`src/rtl/spi_pkg.sv`:
```
// Shared definitions for the SPI register target: command layout,
// byte width and the frame-level state encoding.
package spi_pkg;

  localparam int CMD_RW_BIT = 7;
  localparam int BYTE_W     = 8;

  typedef enum logic [1:0] {
    IDLE = 2'd0,
    CMD  = 2'd1,
    DATA = 2'd2
  } spi_state_t;

  // True on the count value that marks the last bit of a byte
  function automatic logic isLastBit(input logic [2:0] bitCnt);
    return bitCnt == 3'(BYTE_W - 1);
  endfunction

endpackage

```
`src/rtl/spi_slave_regs_if.sv`:
```
// Serial pins between the SPI master and the register target.
// The master drives ss/sck/mosi; the target drives miso and its pad enable.
interface spi_slave_regs_if;

  logic ss;
  logic sck;
  logic mosi;
  logic miso;
  logic miso_oe;

  modport master (output ss, output sck, output mosi, input miso, input miso_oe);
  modport slave  (input ss, input sck, input mosi, output miso, output miso_oe);

endinterface

```
`src/rtl/spi_sync_edge.sv`:
```
// Two-flop synchronizer for an asynchronous pin, with a third flop used
// only to detect rising and falling edges of the synchronized level.
// RESET_VAL selects the value the chain assumes while in reset.
module spi_sync_edge #(
  parameter logic RESET_VAL = 1'b0
) (
  input  logic clk,
  input  logic rst,
  input  logic i_async,
  output logic o_rise,
  output logic o_fall
);

  logic [2:0] r_sync;

  // Shift the pin through the synchronizer and the edge-history flop
  always_ff @(posedge clk or negedge rst) begin
    if (!rst) begin
      r_sync <= {3{RESET_VAL}};
    end else begin
      r_sync <= {r_sync[1:0], i_async};
    end
  end

  assign o_rise = r_sync[1] & ~r_sync[2];
  assign o_fall = ~r_sync[1] & r_sync[2];

endmodule

```
`src/rtl/spi_slave_regs.sv`:
```
// SPI mode-0 target with a local byte-wide register bank.
// Frame: command byte {rw, addr} then a data byte, MSB first.
// Build option: define SPI_SLAVE_AUTOINC_EN for burst mode, where every
// further byte in the frame accesses the next (wrapping) address. Without
// it, bytes after the first data byte are ignored.
module spi_slave_regs
  import spi_pkg::*;
#(
  parameter int ADDR_W = 7
) (
  input  logic              clk,
  input  logic              rst,
  spi_slave_regs_if.slave   spi,
  output logic              wr_stb,
  output logic [ADDR_W-1:0] wr_addr,
  output logic [7:0]        wr_data,
  output logic              rd_stb,
  output logic              busy,
  output logic              frame_err
);

  localparam int DEPTH = 1 << ADDR_W;

  logic              w_sckRise;
  logic              w_sckFall;
  logic              w_ssRise;
  logic              w_ssFall;
  logic              w_mosi;
  logic [7:0]        w_byte;
  logic [ADDR_W-1:0] w_cmdAddr;
  logic [ADDR_W-1:0] w_nextAddr;

  logic [1:0]        r_mosiSync;
  spi_state_t        r_state;
  logic [2:0]        r_bitCnt;
  logic [6:0]        r_rxShift;
  logic [7:0]        r_txShift;
  logic              r_rw;
  logic [ADDR_W-1:0] r_addr;
  logic              r_dataDone;
  logic              r_miso;
  logic              r_misoOe;
  logic              r_busy;
  logic              r_wrStb;
  logic [ADDR_W-1:0] r_wrAddr;
  logic [7:0]        r_wrData;
  logic              r_rdStb;
  logic              r_frameErr;
  logic [7:0]        r_bank [DEPTH];

  // sck idles low, so its chain resets low
  spi_sync_edge #(.RESET_VAL(1'b0)) u_sckSync (
    .clk     (clk),
    .rst     (rst),
    .i_async (spi.sck),
    .o_rise  (w_sckRise),
    .o_fall  (w_sckFall)
  );

  // ss chain resets low: if ss is still low when reset releases no fall is
  // seen, so the block waits for a fresh frame; if ss is high, the rise
  // lands in IDLE and is harmless
  spi_sync_edge #(.RESET_VAL(1'b0)) u_ssSync (
    .clk     (clk),
    .rst     (rst),
    .i_async (spi.ss),
    .o_rise  (w_ssRise),
    .o_fall  (w_ssFall)
  );

  // mosi only needs synchronizing; it stays aligned with the sck chain
  always_ff @(posedge clk or negedge rst) begin
    if (!rst) begin
      r_mosiSync <= 2'b00;
    end else begin
      r_mosiSync <= {r_mosiSync[0], spi.mosi};
    end
  end

  assign w_mosi     = r_mosiSync[1];
  assign w_byte     = {r_rxShift, w_mosi};
  assign w_cmdAddr  = w_byte[ADDR_W-1:0];
  assign w_nextAddr = r_addr + ADDR_W'(1);

  // Frame FSM: shifts bits, decodes the command, owns the bank and all outputs
  always_ff @(posedge clk or negedge rst) begin
    if (!rst) begin
      r_state    <= IDLE;
      r_bitCnt   <= 3'd0;
      r_rxShift  <= 7'd0;
      r_txShift  <= 8'd0;
      r_rw       <= 1'b0;
      r_addr     <= '0;
      r_dataDone <= 1'b0;
      r_miso     <= 1'b0;
      r_misoOe   <= 1'b0;
      r_busy     <= 1'b0;
      r_wrStb    <= 1'b0;
      r_wrAddr   <= '0;
      r_wrData   <= 8'd0;
      r_rdStb    <= 1'b0;
      r_frameErr <= 1'b0;
      for (int i = 0; i < DEPTH; i++) begin
        r_bank[i] <= 8'd0;
      end
    end else begin
      r_wrStb    <= 1'b0;
      r_rdStb    <= 1'b0;
      r_frameErr <= 1'b0;
      if (w_ssRise) begin
        r_frameErr <= (r_state != IDLE) && (r_bitCnt != 3'd0);
        r_state    <= IDLE;
        r_bitCnt   <= 3'd0;
        r_miso     <= 1'b0;
        r_misoOe   <= 1'b0;
        r_busy     <= 1'b0;
      end else begin
        case (r_state)
          IDLE: begin
            if (w_ssFall) begin
              r_state    <= CMD;
              r_bitCnt   <= 3'd0;
              r_dataDone <= 1'b0;
              r_miso     <= 1'b0;
              r_misoOe   <= 1'b1;
              r_busy     <= 1'b1;
            end
          end
          CMD: begin
            if (w_sckRise) begin
              r_rxShift <= w_byte[6:0];
              r_bitCnt  <= r_bitCnt + 3'd1;
              if (isLastBit(r_bitCnt)) begin
                r_rw    <= w_byte[CMD_RW_BIT];
                r_addr  <= w_cmdAddr;
                r_state <= DATA;
                if (w_byte[CMD_RW_BIT]) begin
                  r_txShift <= r_bank[w_cmdAddr];
                  r_rdStb   <= 1'b1;
                end
              end
            end
          end
          DATA: begin
            if (w_sckRise) begin
              r_rxShift <= w_byte[6:0];
              r_bitCnt  <= r_bitCnt + 3'd1;
              if (isLastBit(r_bitCnt) && !r_dataDone) begin
                if (!r_rw) begin
                  r_bank[r_addr] <= w_byte;
                  r_wrStb        <= 1'b1;
                  r_wrAddr       <= r_addr;
                  r_wrData       <= w_byte;
                end
`ifdef SPI_SLAVE_AUTOINC_EN
                r_addr <= w_nextAddr;
                if (r_rw) begin
                  r_txShift <= r_bank[w_nextAddr];
                  r_rdStb   <= 1'b1;
                end
`else
                r_dataDone <= 1'b1;
`endif
              end
            end else if (w_sckFall) begin
              if (r_rw && !r_dataDone) begin
                r_miso    <= r_txShift[7];
                r_txShift <= {r_txShift[6:0], 1'b0};
              end else begin
                r_miso <= 1'b0;
              end
            end
          end
          default: begin
            r_state <= IDLE;
          end
        endcase
      end
    end
  end

  assign spi.miso    = r_miso;
  assign spi.miso_oe = r_misoOe;
  assign busy        = r_busy;
  assign wr_stb      = r_wrStb;
  assign wr_addr     = r_wrAddr;
  assign wr_data     = r_wrData;
  assign rd_stb      = r_rdStb;
  assign frame_err   = r_frameErr;

endmodule

```
`src/flat_wrapper.sv`:
```
// flat-port wrapper written by rule: the top's interface ports become plain ports
module spi_slave_regs_flat import spi_pkg::*;
#(
  parameter int ADDR_W = 7
)
  (clk, rst, wr_stb, wr_addr, wr_data, rd_stb, busy, frame_err, spi_ss, spi_sck, spi_mosi, spi_miso, spi_miso_oe);
  spi_slave_regs_if spi_i ();
  input  logic clk;
  input  logic rst;
  output logic wr_stb;
  output logic [ADDR_W-1:0] wr_addr;
  output logic [7:0] wr_data;
  output logic rd_stb;
  output logic busy;
  output logic frame_err;
  input wire logic [$bits(spi_i.ss)-1:0] spi_ss;
  input wire logic [$bits(spi_i.sck)-1:0] spi_sck;
  input wire logic [$bits(spi_i.mosi)-1:0] spi_mosi;
  output wire logic [$bits(spi_i.miso)-1:0] spi_miso;
  output wire logic [$bits(spi_i.miso_oe)-1:0] spi_miso_oe;
  assign spi_i.ss = spi_ss;
  assign spi_i.sck = spi_sck;
  assign spi_i.mosi = spi_mosi;
  assign spi_miso = spi_i.miso;
  assign spi_miso_oe = spi_i.miso_oe;
  spi_slave_regs #(.ADDR_W(ADDR_W)) u_core (.clk(clk), .rst(rst), .spi(spi_i), .wr_stb(wr_stb), .wr_addr(wr_addr), .wr_data(wr_data), .rd_stb(rd_stb), .busy(busy), .frame_err(frame_err));
endmodule
```
`config.mk`:
```
export PLATFORM = sky130hd
export DESIGN_NAME = spi_slave_regs_flat
export DESIGN_NICKNAME = d
export VERILOG_FILES = /design/src/rtl/spi_pkg.sv /design/src/rtl/spi_slave_regs_if.sv /design/src/rtl/spi_sync_edge.sv /design/src/rtl/spi_slave_regs.sv /design/src/flat_wrapper.sv
export SDC_FILE = /design/constraint.sdc
export NUM_CORES = 2
export LEC_CHECK = 0
export BUFFER_PORTS_ARGS = -buffer_cell sky130_fd_sc_hd__buf_2
export CAP_MARGIN = 20
export CORE_MARGIN = 1
export CORE_UTILIZATION = 55
export DETAILED_ROUTE_END_ITERATION = 10
export GPL_TIMING_DRIVEN = 0
export PLACE_DENSITY = 0.67
export SKIP_LAST_GASP = 1
export SLEW_MARGIN = 20
export SYNTH_ARGS = -nofsm -noshare
export SYNTH_HDL_FRONTEND = slang
export SYNTH_HIERARCHICAL = 1
export SYNTH_SLANG_ARGS = --single-unit
```
`constraint.sdc`:
```
create_clock -name clk -period 7.42 [get_ports clk]
set_input_delay 0 -clock clk [delete_from_list [all_inputs] [get_ports clk]]
set_output_delay 0 -clock clk [all_outputs]
set_load 0.05 [all_outputs]
```
## After elaboration in Yosys (flattened, before gate mapping)

Index checks and enable logic that the tools add are counted.

| word-level totals | value |
|---|---|
| input port bits | 5 |
| bits in registers | 1081 |
| output and inout port bits | 21 |
| word-level logic and storage cells | 249 |

| operators by class | value |
|---|---|
| $lt $le $gt $ge | 3 |
| eq/ne operators | 19 |
| reduce and logical (&&, ||, !) cells | 24 |
| mux-type cells | 45 |
| $add $sub $neg | 1 |
| bitwise operators | 12 |

Operators with widths:

| kind | count |
|---|---|
| 1024-bit bitwise mux | 1 |
| 8-bit two-way mux | 9 |
| 8-bit binary-select mux with 7-bit select | 1 |
| 8-bit demux with 7-bit select | 1 |
| 1-bit two-way mux | 21 |
| 8-bit >= comparator, second input constant | 2 |
| 7-bit inverter with 8-bit output | 2 |
| 8-bit case mux with 2 select lines | 1 |
| 2-bit inequality test, second input constant | 6 |
| 3-bit inequality test, second input constant | 4 |
| 4-bit AND reduction | 3 |
| 5-bit AND reduction | 2 |
| 2-bit nonzero test | 5 |
| 3-bit two-way mux | 3 |
| 3-bit nonzero test | 3 |
| 8-bit by 1-bit less-than comparator with 1-bit output, second input constant | 1 |
| 2-bit two-way mux | 4 |
| 2-bit by 1-bit inequality test with 1-bit output, second input constant | 4 |
| 8-bit AND reduction | 1 |
| 1-bit inverter | 6 |
| 2-bit case mux with 3 select lines | 1 |
| 3-bit case mux with 2 select lines | 1 |
| 3-bit AND reduction | 2 |
| 1-bit AND | 4 |
| other kinds (12) | 16 |

## Logic depth before layout (Yosys ltp)

| logic depth | value |
|---|---|
| depth after elaboration | 8 |
| mapped depth | 12 |
| depth with buffers taken out | 9 |

## Cells and area by module

The synthesis kept the hierarchy.

Modules (own cells, without submodules):

| module | cells an instance | instances | area an instance (µm²) | sequential area each (µm²) |
|---|---|---|---|---|
| spi_slave_regs | 3310 | 1 | 49129.6 | 26900.8 |
| spi_sync_edge | 5 | 2 | 90.1 | 75.1 |

## Worst setup path after synthesis

Ideal clock, no wire load.

| path | value |
|---|---|
| path kind | flip-flop to flip-flop |
| from | register u_core.r_state[0] |
| to | register u_core/r_bank[40] in the netlist's numbering |
| buffers on the path | 1 |
| setup time | 125 ps |
| slack | 4980 ps |
| data required time | 7295 ps |
| period minus slack after synthesis | 2440 ps |
| arrival | 2316 ps |
| cell stages (with the launch flop) | 10 |
| cell sequence | dfrtp_1 -> inv_1 -> ha_1 -> nor2b_1 -> nand3b_1 -> buf_2 -> nor4b_4 -> inv_1 -> nor2_2 -> mux2_2 |

| on the way | value |
|---|---|
| longest elaborated chain between the ends | 2 |

RTL lines:

| what | RTL line | RTL |
|---|---|---|
| start, declared | spi_slave_regs.sv:34 | `spi_state_t r_state;` |
| start signal, assigned | spi_slave_regs.sv:88 | `r_state <= IDLE;` |
| start signal, assigned | spi_slave_regs.sv:112 | `r_state <= IDLE;` |
| start signal, assigned | spi_slave_regs.sv:121 | `r_state <= CMD;` |
| 2-bit equality test | spi_slave_regs.sv:118 | `case (r_state)` |
| 5-bit AND reduction (no line) | n/a |  |
| end signal, assigned by index | spi_slave_regs.sv:150 | `r_bank[r_addr] <= w_byte;` |
| end, declared | spi_slave_regs.sv:49 | `logic [7:0] r_bank [DEPTH];` |

Every way passes these cells.
A chain may end at the register's enable or synchronous reset.

## Worst setup path in the final report

| path | value |
|---|---|
| from | register u_core.r_rxShift[3] |
| to | register u_core.r_txShift[3] |

| on the way | value |
|---|---|
| longest elaborated chain between the ends | 8 |

RTL lines:

| what | RTL line | RTL |
|---|---|---|
| start, declared | spi_slave_regs.sv:36 | `logic [6:0] r_rxShift;` |
| start signal, assigned | spi_slave_regs.sv:131 | `r_rxShift <= w_byte[6:0];` |
| start signal, assigned | spi_slave_regs.sv:146 | `r_rxShift <= w_byte[6:0];` |
| 7-bit inverter with 8-bit output (implied by the code) | spi_slave_regs.sv:138 | `r_txShift <= r_bank[w_cmdAddr];` |
| 8-bit binary-select mux with 7-bit select | spi_slave_regs.sv:138 |  |
| 8-bit two-way mux (implied by the code) (2 in series) | spi_slave_regs.sv:138 |  |
| 8-bit two-way mux | spi_slave_regs.sv:137 | `if (w_byte[CMD_RW_BIT]) begin` |
| 8-bit two-way mux | spi_slave_regs.sv:133 | `if (isLastBit(r_bitCnt)) begin` |
| 8-bit two-way mux | spi_slave_regs.sv:130 | `if (w_sckRise) begin` |
| 8-bit case mux with 2 select lines | spi_slave_regs.sv:118 |  |
| end signal, assigned | spi_slave_regs.sv:138 |  |
| end signal, assigned | spi_slave_regs.sv:168 | `r_txShift <= {r_txShift[6:0], 1'b0};` |
| end, declared | spi_slave_regs.sv:37 | `logic [7:0] r_txShift;` |

Every way passes these cells. The select of a mux whose other input is x is not followed.

==> metrics <==
nets@finish between 3000 and 4000; Final Util 62.3%; I/O Buffers 25; final wirelength 180 mm; Crit Path Category reg -> reg; Crit path top cell by count buf_2; failing checks DRC; # hold bufs at CTS 9; status finished with violations; gr usage total just over 40%; post-synthesis sequential area ratio around 55%; I/O pin cnt 26; number of core rows roughly 110; clock-pin slew on the worst setup and hold paths roughly 60 ps; Worst R2R Setup Slack ~2500 ps; Setup Buffers After CTS 0; synth cell count leaders 1081 x dfrtp_1, 1002 x mux2_2, 220 x mux4_2; CORE AREA approximately 0.09 sq mm; min Tclk post-route a little under 5000 ps; routability cong. 1.00; Area Growth Syn to Fin 11.9%; arrival time at the worst endpoint 5520 ps; distinct cell type count after synthesis 60; detailed placer's ending HPWL 123 mm; Max clock buf depth 3; Compound-Gate Fraction of Synth Area just over 3%; post_cts resized 0; CP cell instances buf_2 > buf_2 > clkbuf_1 > buf_2 > o221ai_1 > o2bb2ai_1 > nand2_1 > o221ai_1 > o21ai_0; largest cells by area after synthesis dfrtp_1 55%, mux2_2 23%, mux4_2 10%; post-synthesis instance area roughly 0.049 sq mm; DIE HEIGHT approximately 300 um; simple-gate share of the synthesized area under 10%; Setup Viol. Count Final 0; Final period util roughly 66%; TNS Setup 0 ps; wire per inst 37.8 um; measured slew at the worst slew-check pin 1290 ps; Clock power frac 36.5%; Worst Path Max Fanout 10; share of post-route cells with drive strength above 1 around 45%; fraction of registers with async set/reset between 90% and 100%; CP peak stage delay slightly below 1000 ps; Top FF cell, synth dfrtp_1; vias ~33000; clk_lat worst skew 720 ps; sequential fraction of design power a little under two fifths; Crit path max-delay family buffers and inverters; DRT Pass-1 Iters 10; pre-CTS worst setup slack between 2000 and 3000 ps; Yosys top cell area share a little over half; CTS root buffer clkbuf_16; number of DRC markers in iteration 0 3411; switching share of power between 30% and 40%; CTS tree done; Max Cap Viol 0; CP required 8010 ps; largest family of logic cells by synthesized area multiplexers; Power Density 288 mW/mm^2; initial antenna violation count 11; Internal 0.0101 W; CP max-delay cell clkbuf_1; Max Fclk a little over 200 MHz; final slew viol count 0; most common cell in the netlist dfrtp_1; Avg Inst Size Synth around 15 sq um; Lkg Pwr 26.4 nW; adder-cell share of the synthesized area less than 1%; first-pass GRT wire length roughly 250 mm; Rel. slew slack approximately 14%; syn nets 3332; Cells after Synth between 3000 and 4000; setup ws final 2490 ps; mux share of post-synthesis cell area between 30% and 40%; worst hold path class reg -> reg; Worst Clk Skew 33.6 ps; DRC viols 8; Clock Sinks ~1100; drt via density ~6.9; Starting Density between 50 and 60%; RSZ-0062 raised after global routing no; dpl cell area just over 0.05 sq mm; CP Launch Type flip-flop; Synth Area in XOR/XNOR 0%; combinational share of power around 26%; Yosys reg bits 1081; total gr overflow 0; number of enable flip-flop cells after synthesis 0; total power between 0.015 and 0.02 W; Final Hold Viols 0; Num CTS Buffers around 110; design area roughly 0.055 sq mm; vias in the first global route about 33000; H-tree depth 3; Antenna Nets Post-Route 0; total die area between 0.09 and 0.1 sq mm; worst path bufs/invs 4; Worst setup EP type flip-flop; die width ~300 um; Max VDD drop 0.212 mV; Net Switching a little under 0.006 W; largest net degree at the start of global routing about 160; Synth warnings 6; Yosys top cell by area dfrtp_1
[area by class of cell]
type | count | area [sq um]
Fill cell | 6686 | 33500
Sequential cell | 1081 | 27100
Multi-Input combinational cell | 1997 | 21100
Clock buffer | 189 | 3530
Tap cell | 1165 | 1460
Buffer | 232 | 1190
Timing Repair Buffer | 48 | 547
Clock inverter | 26 | 297
Inverter | 10 | 37.5
Antenna cell | 3 | 7.51
[power groups by stage]
stage / logic, W / clock network (W) / registers, W
after floorplan: 0.00162 / 0 / 0.00608
after global placement: 0.00379 / 0 / 0.00610
after CTS: 0.00392 / 0.00585 / 0.00599
after detailed placement: 0.00390 / 0 / 0.00609
final: 0.00411 / 0.00580 / 0.00599
after global routing: 0.00407 / 0.00609 / 0.00599
[kinds of logic after synthesis]
logic type / count (synthesis)
flops: 1081
fa+ha+maj: 7
buf+inv: 242
mux: 1328
compound gates: 230
simple gates: 432
[registers in the layout (all words and copies together), names as in the netlist, 2 cells and up]
| register | flops |
|---|---|
| u_core/r_bank | 1024 |
| u_core/r_txShift | 8 |
| u_core/wr_data | 8 |
| u_core/r_addr | 7 |
| u_core/r_rxShift | 7 |
| u_core/wr_addr | 7 |
| u_core/r_bitCnt | 3 |
| u_core/u_sckSync/r_sync | 3 |
| u_core/u_ssSync/r_sync | 3 |
| u_core/r_mosiSync | 2 |
| u_core/r_state | 2 |
[path summary, 6_finish.rpt]
path / start / endpoint / cells past startpoint
max: u_core/r_rxShift[3] / u_core/r_txShift[3] / 9
min: u_core/r_mosiSync[0] / u_core/r_mosiSync[1] / 0
max reg2reg: u_core/r_rxShift[3] / u_core/r_txShift[3] / 9
min in group asynchronous: rst / u_core/r_bank[441] / 4
min reg2reg: u_core/r_mosiSync[0] / u_core/r_mosiSync[1] / 0
max in group asynchronous: rst / u_core/r_bank[913] / 7
[layout by cell type (no fill, tap or decap), types with 18 or more instances in the layout]
cell type  count
mux2_2      1002
clkbuf_8      37
nor2_1        76
nor3_1        18
clkbuf_1     169
nand2_1      181
o21ai_0       69
a22oi_1       31
o22ai_1       24
dfrtp_1     1081
clkbuf_16    115
nand3_1       20
nor2b_1       20
nor2_2        46
mux4_2       220
mux2i_1       99
a21oi_1       38
buf_2         70
[per-stage QoR]
stage | std cells | hold slack, ps
after detailed placement | 4523 | -119
after floorplan | 3320 | -296
final | 4751 | 352
after global placement | 4510 | 109
after CTS | 4747 | 355
after global routing | 4748 | 369
[routing by layer]
| layer | vias up | share of wire, % | wire (um) | GRT usage, % |
|---|---|---|---|---|
| met5 | - | 0.029 | 52 | 0 |
| met4 | 8 | 6.9 | 12400 | 23.7 |
| li1 | 12600 | - | - | - |
| met1 | 17600 | 39 | 70700 | 54.4 |
| met3 | 544 | 11 | 19100 | 12.8 |
| met2 | 1785 | 43 | 77400 | 58.0 |
Power figures use the tool's default switching activity.
